<file path="src/rtl/jtkunio_pal_arb_if.sv">
// Palette RAM port bundle for jtkunio_pal_arb.
// The arbiter drives address, write data and write enable through the master modport.
// The single-port 512x8 RAM answers through the slave modport with one cycle of read latency.
//   ram_addr  9  RAM address
//   ram_din   8  RAM write data
//   ram_we    1  RAM write enable
//   ram_q     8  RAM read data, registered inside the RAM
interface jtkunio_pal_arb_if;
    logic [8:0] ram_addr;
    logic [7:0] ram_din;
    logic       ram_we;
    logic [7:0] ram_q;

    modport master (
        output ram_addr,
        output ram_din,
        output ram_we,
        input  ram_q
    );

    modport slave (
        input  ram_addr,
        input  ram_din,
        input  ram_we,
        output ram_q
    );
endinterface

</file>
<file path="src/rtl/jtkunio_pal_arb.sv">
// jtkunio_pal_arb: shares one single-port 512x8 palette RAM between the colour mixer's video
// reads and CPU palette accesses.
//
// Per-cycle grant priority: video read > FIFO head write > pending CPU read.
// CPU writes are posted into a 2^FIFO_AW deep FIFO and retire in cycles without a video read.
// CPU reads stall the CPU until every earlier write has retired and the read has been served.
//
// Ports:
//   clk, rst_n          clock, synchronous active-low reset
//   vid_rd, vid_addr    video read request / address; vid_q returns data the next cycle
//   pal_cs, cpu_wrn     CPU chip select and active-low write strobe
//   cpu_addr, cpu_dout  CPU address and write data
//   pal_dout            CPU read data, held until the next read completes
//   cpu_wait            CPU stall (FIFO full on a write, or a read in flight)
//   ram                 palette RAM bundle (master side)
//
// Build option: define JTKUNIO_PAL_CLEAR_EN to zero the whole RAM after reset before the
// CPU is released.
module jtkunio_pal_arb #(
    parameter int unsigned FIFO_AW = 2
) (
    input  logic              clk,
    input  logic              rst_n,
    input  logic              vid_rd,
    input  logic [8:0]        vid_addr,
    output logic [7:0]        vid_q,
    input  logic              pal_cs,
    input  logic              cpu_wrn,
    input  logic [8:0]        cpu_addr,
    input  logic [7:0]        cpu_dout,
    output logic [7:0]        pal_dout,
    output logic              cpu_wait,
    jtkunio_pal_arb_if.master ram
);

    localparam int unsigned DEPTH = 1 << FIFO_AW;

    localparam logic [2:0] StIdle  = 3'd0;
    localparam logic [2:0] StDrain = 3'd1;
    localparam logic [2:0] StIssue = 3'd2;
    localparam logic [2:0] StData  = 3'd3;
    localparam logic [2:0] StClear = 3'd4;

    logic [16:0]      fifo_mem [DEPTH];
    logic [FIFO_AW:0] wptr_q, wptr_d;
    logic [FIFO_AW:0] rptr_q, rptr_d;
    logic             fifo_empty, fifo_full;
    logic [16:0]      fifo_head;

    logic             wr_strobe, wr_strobe_q, wr_edge;
    logic             wr_pend_q, wr_pend_d;
    logic             wr_req, push, pop, wait_wr;

    logic [2:0]       state_q, state_d;
    logic             read_done_q, read_done_d;
    logic [7:0]       pal_dout_q, pal_dout_d;
    logic             rd_start, rd_wait, issue_go;

    logic             clearing, clr_wr, we_c;
    logic [8:0]       clr_cnt_q;

`ifdef JTKUNIO_PAL_CLEAR_EN
    localparam logic [2:0] ResetState = StClear;

    always_ff @(posedge clk) begin
        if (!rst_n) begin
            clr_cnt_q <= '0;
        end else if (clr_wr) begin
            clr_cnt_q <= clr_cnt_q + 9'd1;
        end
    end
`else
    localparam logic [2:0] ResetState = StIdle;

    assign clr_cnt_q = '0;
`endif

    // Pointers carry one extra wrap bit so full and empty are distinguishable.
    assign fifo_empty = (wptr_q == rptr_q);
    assign fifo_full  = (wptr_q[FIFO_AW] != rptr_q[FIFO_AW]) &&
                        (wptr_q[FIFO_AW-1:0] == rptr_q[FIFO_AW-1:0]);
    assign fifo_head  = fifo_mem[rptr_q[FIFO_AW-1:0]];

    assign clearing  = (state_q == StClear);
    assign wr_strobe = pal_cs & ~cpu_wrn;
    assign wr_edge   = wr_strobe & ~wr_strobe_q;
    // An edge that found the FIFO full stays pending until a slot opens.
    assign wr_req    = (wr_edge | wr_pend_q) & ~clearing;
    assign push      = wr_req & (~fifo_full | pop);
    assign wait_wr   = wr_req & ~push;
    assign wr_pend_d = wait_wr;

    assign rd_start  = pal_cs & cpu_wrn & ~read_done_q;
    assign issue_go  = ~vid_rd & fifo_empty;

    // RAM grant
    always_comb begin
        ram.ram_addr = vid_addr;
        ram.ram_din  = fifo_head[7:0];
        we_c         = 1'b0;
        pop          = 1'b0;
        clr_wr       = 1'b0;
        if (vid_rd) begin
            ram.ram_addr = vid_addr;
        end else if (clearing) begin
            ram.ram_addr = clr_cnt_q;
            ram.ram_din  = 8'h00;
            we_c         = 1'b1;
            clr_wr       = 1'b1;
        end else if (!fifo_empty) begin
            ram.ram_addr = fifo_head[16:8];
            we_c         = 1'b1;
            pop          = 1'b1;
        end else if (state_q == StIssue) begin
            ram.ram_addr = cpu_addr;
        end
    end

    // The grant logic is combinational, so keep the RAM safe while reset is held.
    assign ram.ram_we = we_c & rst_n;
    assign vid_q      = ram.ram_q;

    always_comb begin
        wptr_d = push ? wptr_q + 1'b1 : wptr_q;
        rptr_d = pop  ? rptr_q + 1'b1 : rptr_q;
    end

    // CPU read sequencer
    always_comb begin
        state_d     = state_q;
        read_done_d = read_done_q & pal_cs;
        pal_dout_d  = pal_dout_q;
        case (state_q)
            StIdle: begin
                if (rd_start) state_d = StDrain;
            end
            StDrain: begin
                if (!pal_cs)         state_d = StIdle;
                else if (fifo_empty) state_d = StIssue;
            end
            StIssue: begin
                if (!pal_cs)       state_d = StIdle;
                else if (issue_go) state_d = StData;
            end
            StData: begin
                pal_dout_d  = ram.ram_q;
                read_done_d = pal_cs;
                state_d     = StIdle;
            end
            StClear: begin
                if (clr_wr && clr_cnt_q == 9'h1FF) state_d = StIdle;
            end
            default: state_d = StIdle;
        endcase
    end

    // Stall held through DATA so the CPU only resumes once pal_dout carries the new byte.
    always_comb begin
        case (state_q)
            StIdle:           rd_wait = rd_start;
            StDrain, StIssue: rd_wait = pal_cs;
            default:          rd_wait = 1'b1;
        endcase
        cpu_wait = wait_wr | rd_wait;
    end

    assign pal_dout = pal_dout_q;

    always_ff @(posedge clk) begin
        if (push) fifo_mem[wptr_q[FIFO_AW-1:0]] <= {cpu_addr, cpu_dout};
    end

    always_ff @(posedge clk) begin
        if (!rst_n) begin
            wptr_q      <= '0;
            rptr_q      <= '0;
            wr_strobe_q <= 1'b0;
            wr_pend_q   <= 1'b0;
            state_q     <= ResetState;
            read_done_q <= 1'b0;
            pal_dout_q  <= 8'h00;
        end else begin
            wptr_q      <= wptr_d;
            rptr_q      <= rptr_d;
            wr_strobe_q <= wr_strobe;
            wr_pend_q   <= wr_pend_d;
            state_q     <= state_d;
            read_done_q <= read_done_d;
            pal_dout_q  <= pal_dout_d;
        end
    end

endmodule
</file>
<file path="src/flat_wrapper.sv">
// flat-port wrapper written by rule: the top's interface ports become plain ports
module jtkunio_pal_arb_flat 
#(
    parameter int unsigned FIFO_AW = 2
)
  (clk, rst_n, vid_rd, vid_addr, vid_q, pal_cs, cpu_wrn, cpu_addr, cpu_dout, pal_dout, cpu_wait, ram_ram_addr, ram_ram_din, ram_ram_we, ram_ram_q);
  jtkunio_pal_arb_if ram_i ();
  input  logic clk;
  input  logic rst_n;
  input  logic vid_rd;
  input  logic [8:0] vid_addr;
  output logic [7:0] vid_q;
  input  logic pal_cs;
  input  logic cpu_wrn;
  input  logic [8:0] cpu_addr;
  input  logic [7:0] cpu_dout;
  output logic [7:0] pal_dout;
  output logic cpu_wait;
  output wire logic [$bits(ram_i.ram_addr)-1:0] ram_ram_addr;
  output wire logic [$bits(ram_i.ram_din)-1:0] ram_ram_din;
  output wire logic [$bits(ram_i.ram_we)-1:0] ram_ram_we;
  input wire logic [$bits(ram_i.ram_q)-1:0] ram_ram_q;
  assign ram_ram_addr = ram_i.ram_addr;
  assign ram_ram_din = ram_i.ram_din;
  assign ram_ram_we = ram_i.ram_we;
  assign ram_i.ram_q = ram_ram_q;
  jtkunio_pal_arb #(.FIFO_AW(FIFO_AW)) u_core (.clk(clk), .rst_n(rst_n), .vid_rd(vid_rd), .vid_addr(vid_addr), .vid_q(vid_q), .pal_cs(pal_cs), .cpu_wrn(cpu_wrn), .cpu_addr(cpu_addr), .cpu_dout(cpu_dout), .pal_dout(pal_dout), .cpu_wait(cpu_wait), .ram(ram_i));
endmodule
</file>
<file path="config.mk">
export PLATFORM = sky130hd
export DESIGN_NAME = jtkunio_pal_arb_flat
export DESIGN_NICKNAME = d
export VERILOG_FILES = /design/src/rtl/jtkunio_pal_arb_if.sv /design/src/rtl/jtkunio_pal_arb.sv /design/src/flat_wrapper.sv
export SDC_FILE = /design/constraint.sdc
export NUM_CORES = 1
export LEC_CHECK = 0
export CAP_MARGIN = 40
export CORE_MARGIN = 2
export CORE_UTILIZATION = 44
export CTS_BUF_LIST = sky130_fd_sc_hd__clkbuf_4 sky130_fd_sc_hd__clkbuf_8
export DETAILED_ROUTE_END_ITERATION = 8
export PLACE_DENSITY = 0.68
export SLEW_MARGIN = 15
export SYNTH_ARGS = -nofsm -noshare
export SYNTH_HDL_FRONTEND = slang
export SYNTH_SLANG_ARGS = --single-unit
</file>
<file path="constraint.sdc">
create_clock -name clk -period 3.7 [get_ports clk]
set_input_delay 0.74 -clock clk [delete_from_list [all_inputs] [get_ports clk]]
set_output_delay 0.74 -clock clk [all_outputs]
set_load 0.01 [all_outputs]
</file>
==> impl_metrics.ini <==
[outcome]
result_of_the_run = finished clean

[power]
cellPowerDensity_nw_per_um2 = 430
p_int_mw = 1.55
ir_worst_vdd_mv = 0.260
p_clk_share_pct = 28.9
net-switching-power_mw = 0.506
sw_frac_of_total_pct = 24.7
comb_power_share_pct = 17.1
static-leakage-power_nw = 1.60
pwr-share-seq_pct = 54.0

[global_routing]
grt_max_degree = 18
globalRouteTotalUtil_pct = 17.4
grt_remaining_overflow = 0
grt_first_pass_wirelength_um = 11700
via_count_of_the_first_global_routing_pass = 2337
initial_antenna_violation_count = 0

[timing]
min_period_ps = 3330
grt_setup_unrepaired = false
timing.final.setup_violations = 0
setup-tns-final_ps = 0
fin_worst_hold_slack_ps = 497
final.setup_skew_ps = 10.2
fmax_mhz = 300
timing_max_transition_violations_final = 0
timing_hold_violations_final = 0
timing.slew.headroom_pct = 59.7
worst_pin_slew_ps = 604
timing.final.crit_share_pct = 90.1

[clock_tree]
cts.reportedPaths.clkPinSlew_ps = 90
post-cts-setup-buffer-count = 0
cts_inserted_buffers = 9
cts-root-to-sink-buffers = 2
clock_tree.htree_level_count = 3
worstSkewPairLatency_ps = 350
ctsHoldBuffers = 0
cts_sinks = 89
cts_root_buffer = sky130_fd_sc_hd__clkbuf_8
cts_tree = yes
cts.repair.resized = 0

[worst_setup_path]
required_ps = 2960
worst-path-max-fanout = 9
path_class = reg -> out
endpoint_kind = output pin
worst_r2r_path_depth = 4
critPathArrivalTime_ps = 2590
critical_path.startpoint_type = register
reg2reg_setup_slack_ps = 1650

[yosys]
dominantRegCellSynth = sky130_fd_sc_hd__edfxtp_1
yosysUniqueCellTypes = 37
yosysSeqAreaShare_pct = 65.6
post_synth_most_frequent_cells = 68 x sky130_fd_sc_hd__edfxtp_1, 21 x sky130_fd_sc_hd__dfxtp_1, 17 x sky130_fd_sc_hd__mux4_2, 15 x sky130_fd_sc_hd__nor2_1, 11 x sky130_fd_sc_hd__mux2i_1
synth-warning-count = 0
synth-seq-cells = 89
post-synth-top-area-fraction_pct = 54.4
synth.largest_area_cell = sky130_fd_sc_hd__edfxtp_1
synthesis.nets = 282
synth.most_common_cell = sky130_fd_sc_hd__edfxtp_1
post_synthesis_average_cell_area_um2 = 16.0
top_area_cells_in_the_synthesized_netlist = sky130_fd_sc_hd__edfxtp_1 54%, sky130_fd_sc_hd__dfxtp_1 11%, sky130_fd_sc_hd__mux4_2 10%
share_of_flip_flops_with_an_asynchronous_set_or_reset_pct = 0
mappedNetlistArea_um2 = 3750
synth_enable_flop_cells = 68
gate_count_post_synth = 234

[layout]
multi_input_area_um2 = 1160
register_area_um2 = 2460
syn_to_final_growth_pct = 27.0
nFillCells = 686
antenna-diode-count = 0
finish.instance_area_um2 = 4770
final_layout_size_suffix_gt1_share_pct = 16.1
finalNetCount = 360

[die]
num_rows = 33
floorplan.die_area_um2 = 9280
pin_count = 74
start_util_pct = 45.4
core_region_area_um2 = 8260
die-width_um = 96.3
die_y_um = 96.3

[route]
drt_wl_total_um = 7410
routed_via_density = 5.30
drt_drc_violations_left = 0
routed_wire_length_per_instance_um = 17.6
ant_nets = 0
detailedRoute.firstIterationViolations = 103
routed-via-count = 2237
length_of_the_first_detailed_routing_pass_in_iterations = 4

[job]
cap_viol_max_count = 0

[place]
placed_cell_area_um2 = 4590
dpl.hpwl_um = 5070
place.gp.congestion = 0.766
io_buffers = 73

[hold_path]
hold-path-cell-count = 2
hold_path_class = reg -> reg
## layout by cell type (no fill, tap or decap), types with 5 or more instances in the layout
| cell | synthesis | final |
|---|---|---|
| sky130_fd_sc_hd__buf_4 | 10 | 11 |
| sky130_fd_sc_hd__dfxtp_1 | 21 | 21 |
| sky130_fd_sc_hd__nand2_1 | 5 | 5 |
| sky130_fd_sc_hd__inv_1 | 7 | 7 |
| sky130_fd_sc_hd__clkdlybuf4s50_1 | 0 | 73 |
| sky130_fd_sc_hd__edfxtp_1 | 68 | 68 |
| sky130_fd_sc_hd__mux4_2 | 17 | 17 |
| sky130_fd_sc_hd__o22ai_1 | 9 | 9 |
| sky130_fd_sc_hd__mux2i_1 | 11 | 11 |
| sky130_fd_sc_hd__a2bb2oi_1 | 9 | 9 |
| sky130_fd_sc_hd__ha_1 | 9 | 9 |
| sky130_fd_sc_hd__nor2_1 | 15 | 15 |
| sky130_fd_sc_hd__clkbuf_8 | 0 | 9 |
| sky130_fd_sc_hd__a21oi_1 | 5 | 5 |
## layout make-up
class | count | area share (%)
clock buffers | 10 | 2.76
clock inverters | 6 | 0.893
inverters | 7 | 0.551
multi-input cells | 121 | 24.3
flip-flops and latches | 89 | 51.7
well taps | 105 | 2.76
repair buffers | 84 | 17.1
## logic make-up after synthesis
| logic type | Yosys count | share of synthesized area, % |
|---|---|---|
| AOI/OAI and AO/OA | 35 | 6.70 |
| xor gates and xnor gates | 7 | 2.23 |
| adders and majority gates | 9 | 3.00 |
| buffers and inverters | 24 | 3.50 |
| DFF | 89 | 65.6 |
| muxes | 28 | 13.1 |
| and+or+nand+nor | 42 | 5.80 |
## worst paths after layout
check                           startpoint                               to
max reg2reg  u_core.wptr_q[0]$_SDFFE_PN0P_  u_core.fifo_mem[2][2]$_DFFE_PP_
max          u_core.wptr_q[0]$_SDFFE_PN0P_                  ram_ram_addr[6]
min          u_core.read_done_q$_SDFF_PN0_    u_core.read_done_q$_SDFF_PN0_
min reg2reg  u_core.read_done_q$_SDFF_PN0_    u_core.read_done_q$_SDFF_PN0_
## routing by layer
| layer | vias to the layer above | global-route usage (%) | share of wire [%] |
|---|---|---|---|
| li1 | 1067 | - | - |
| met1 | 1085 | 20.9 | 42 |
| met2 | 73 | 29.6 | 50 |
| met3 | 12 | 4.07 | 5.6 |
| met4 | 0 | 8.10 | 2.4 |
| met5 | - | 0 | 0 |
## stage by stage
stage	instances	utilization, %	total power, mW	worst slack (ps)
finish	422	57.7	2.05	366
global route	422	57.7	2.14	226
CTS	422	57.7	2.07	370
detailed placement	406	55.6	1.49	426
global placement	406	55.6	1.48	441
floorplan	234	-	1.32	1530
## worst max-delay path, stage by stage (launching register included)
cell,delay (ps)
sky130_fd_sc_hd__dfxtp_1,500
sky130_fd_sc_hd__xnor2_1,230
sky130_fd_sc_hd__nand4_1,500
sky130_fd_sc_hd__o22ai_1,390
sky130_fd_sc_hd__a2bb2oi_1,100
sky130_fd_sc_hd__clkdlybuf4s50_1,520
## sequential cells by signal, summed over array words and instances, names as in the netlist, named ones only
name / count
u_core.fifo_mem: 68
u_core.pal_dout: 8
u_core.read_done_q: 1
u_core.state_q: 2
u_core.rptr_q: 3
u_core.wr_strobe_q: 1
u_core.wr_pend_q: 1
u_core.wptr_q: 3
## power groups by stage
| stage | Clock (mW) | Combinational [mW] | Sequential, mW |
|---|---|---|---|
| 2_1_floorplan | 0 | 0.193 | 1.13 |
| 3_3_place_gp | 0 | 0.349 | 1.13 |
| 3_5_place_dp | 0 | 0.354 | 1.13 |
| 4_1_cts | 0.604 | 0.355 | 1.11 |
| 5_1_grt | 0.648 | 0.379 | 1.11 |
| 6_report | 0.593 | 0.350 | 1.11 |
Power figures use the tool's default switching activity.
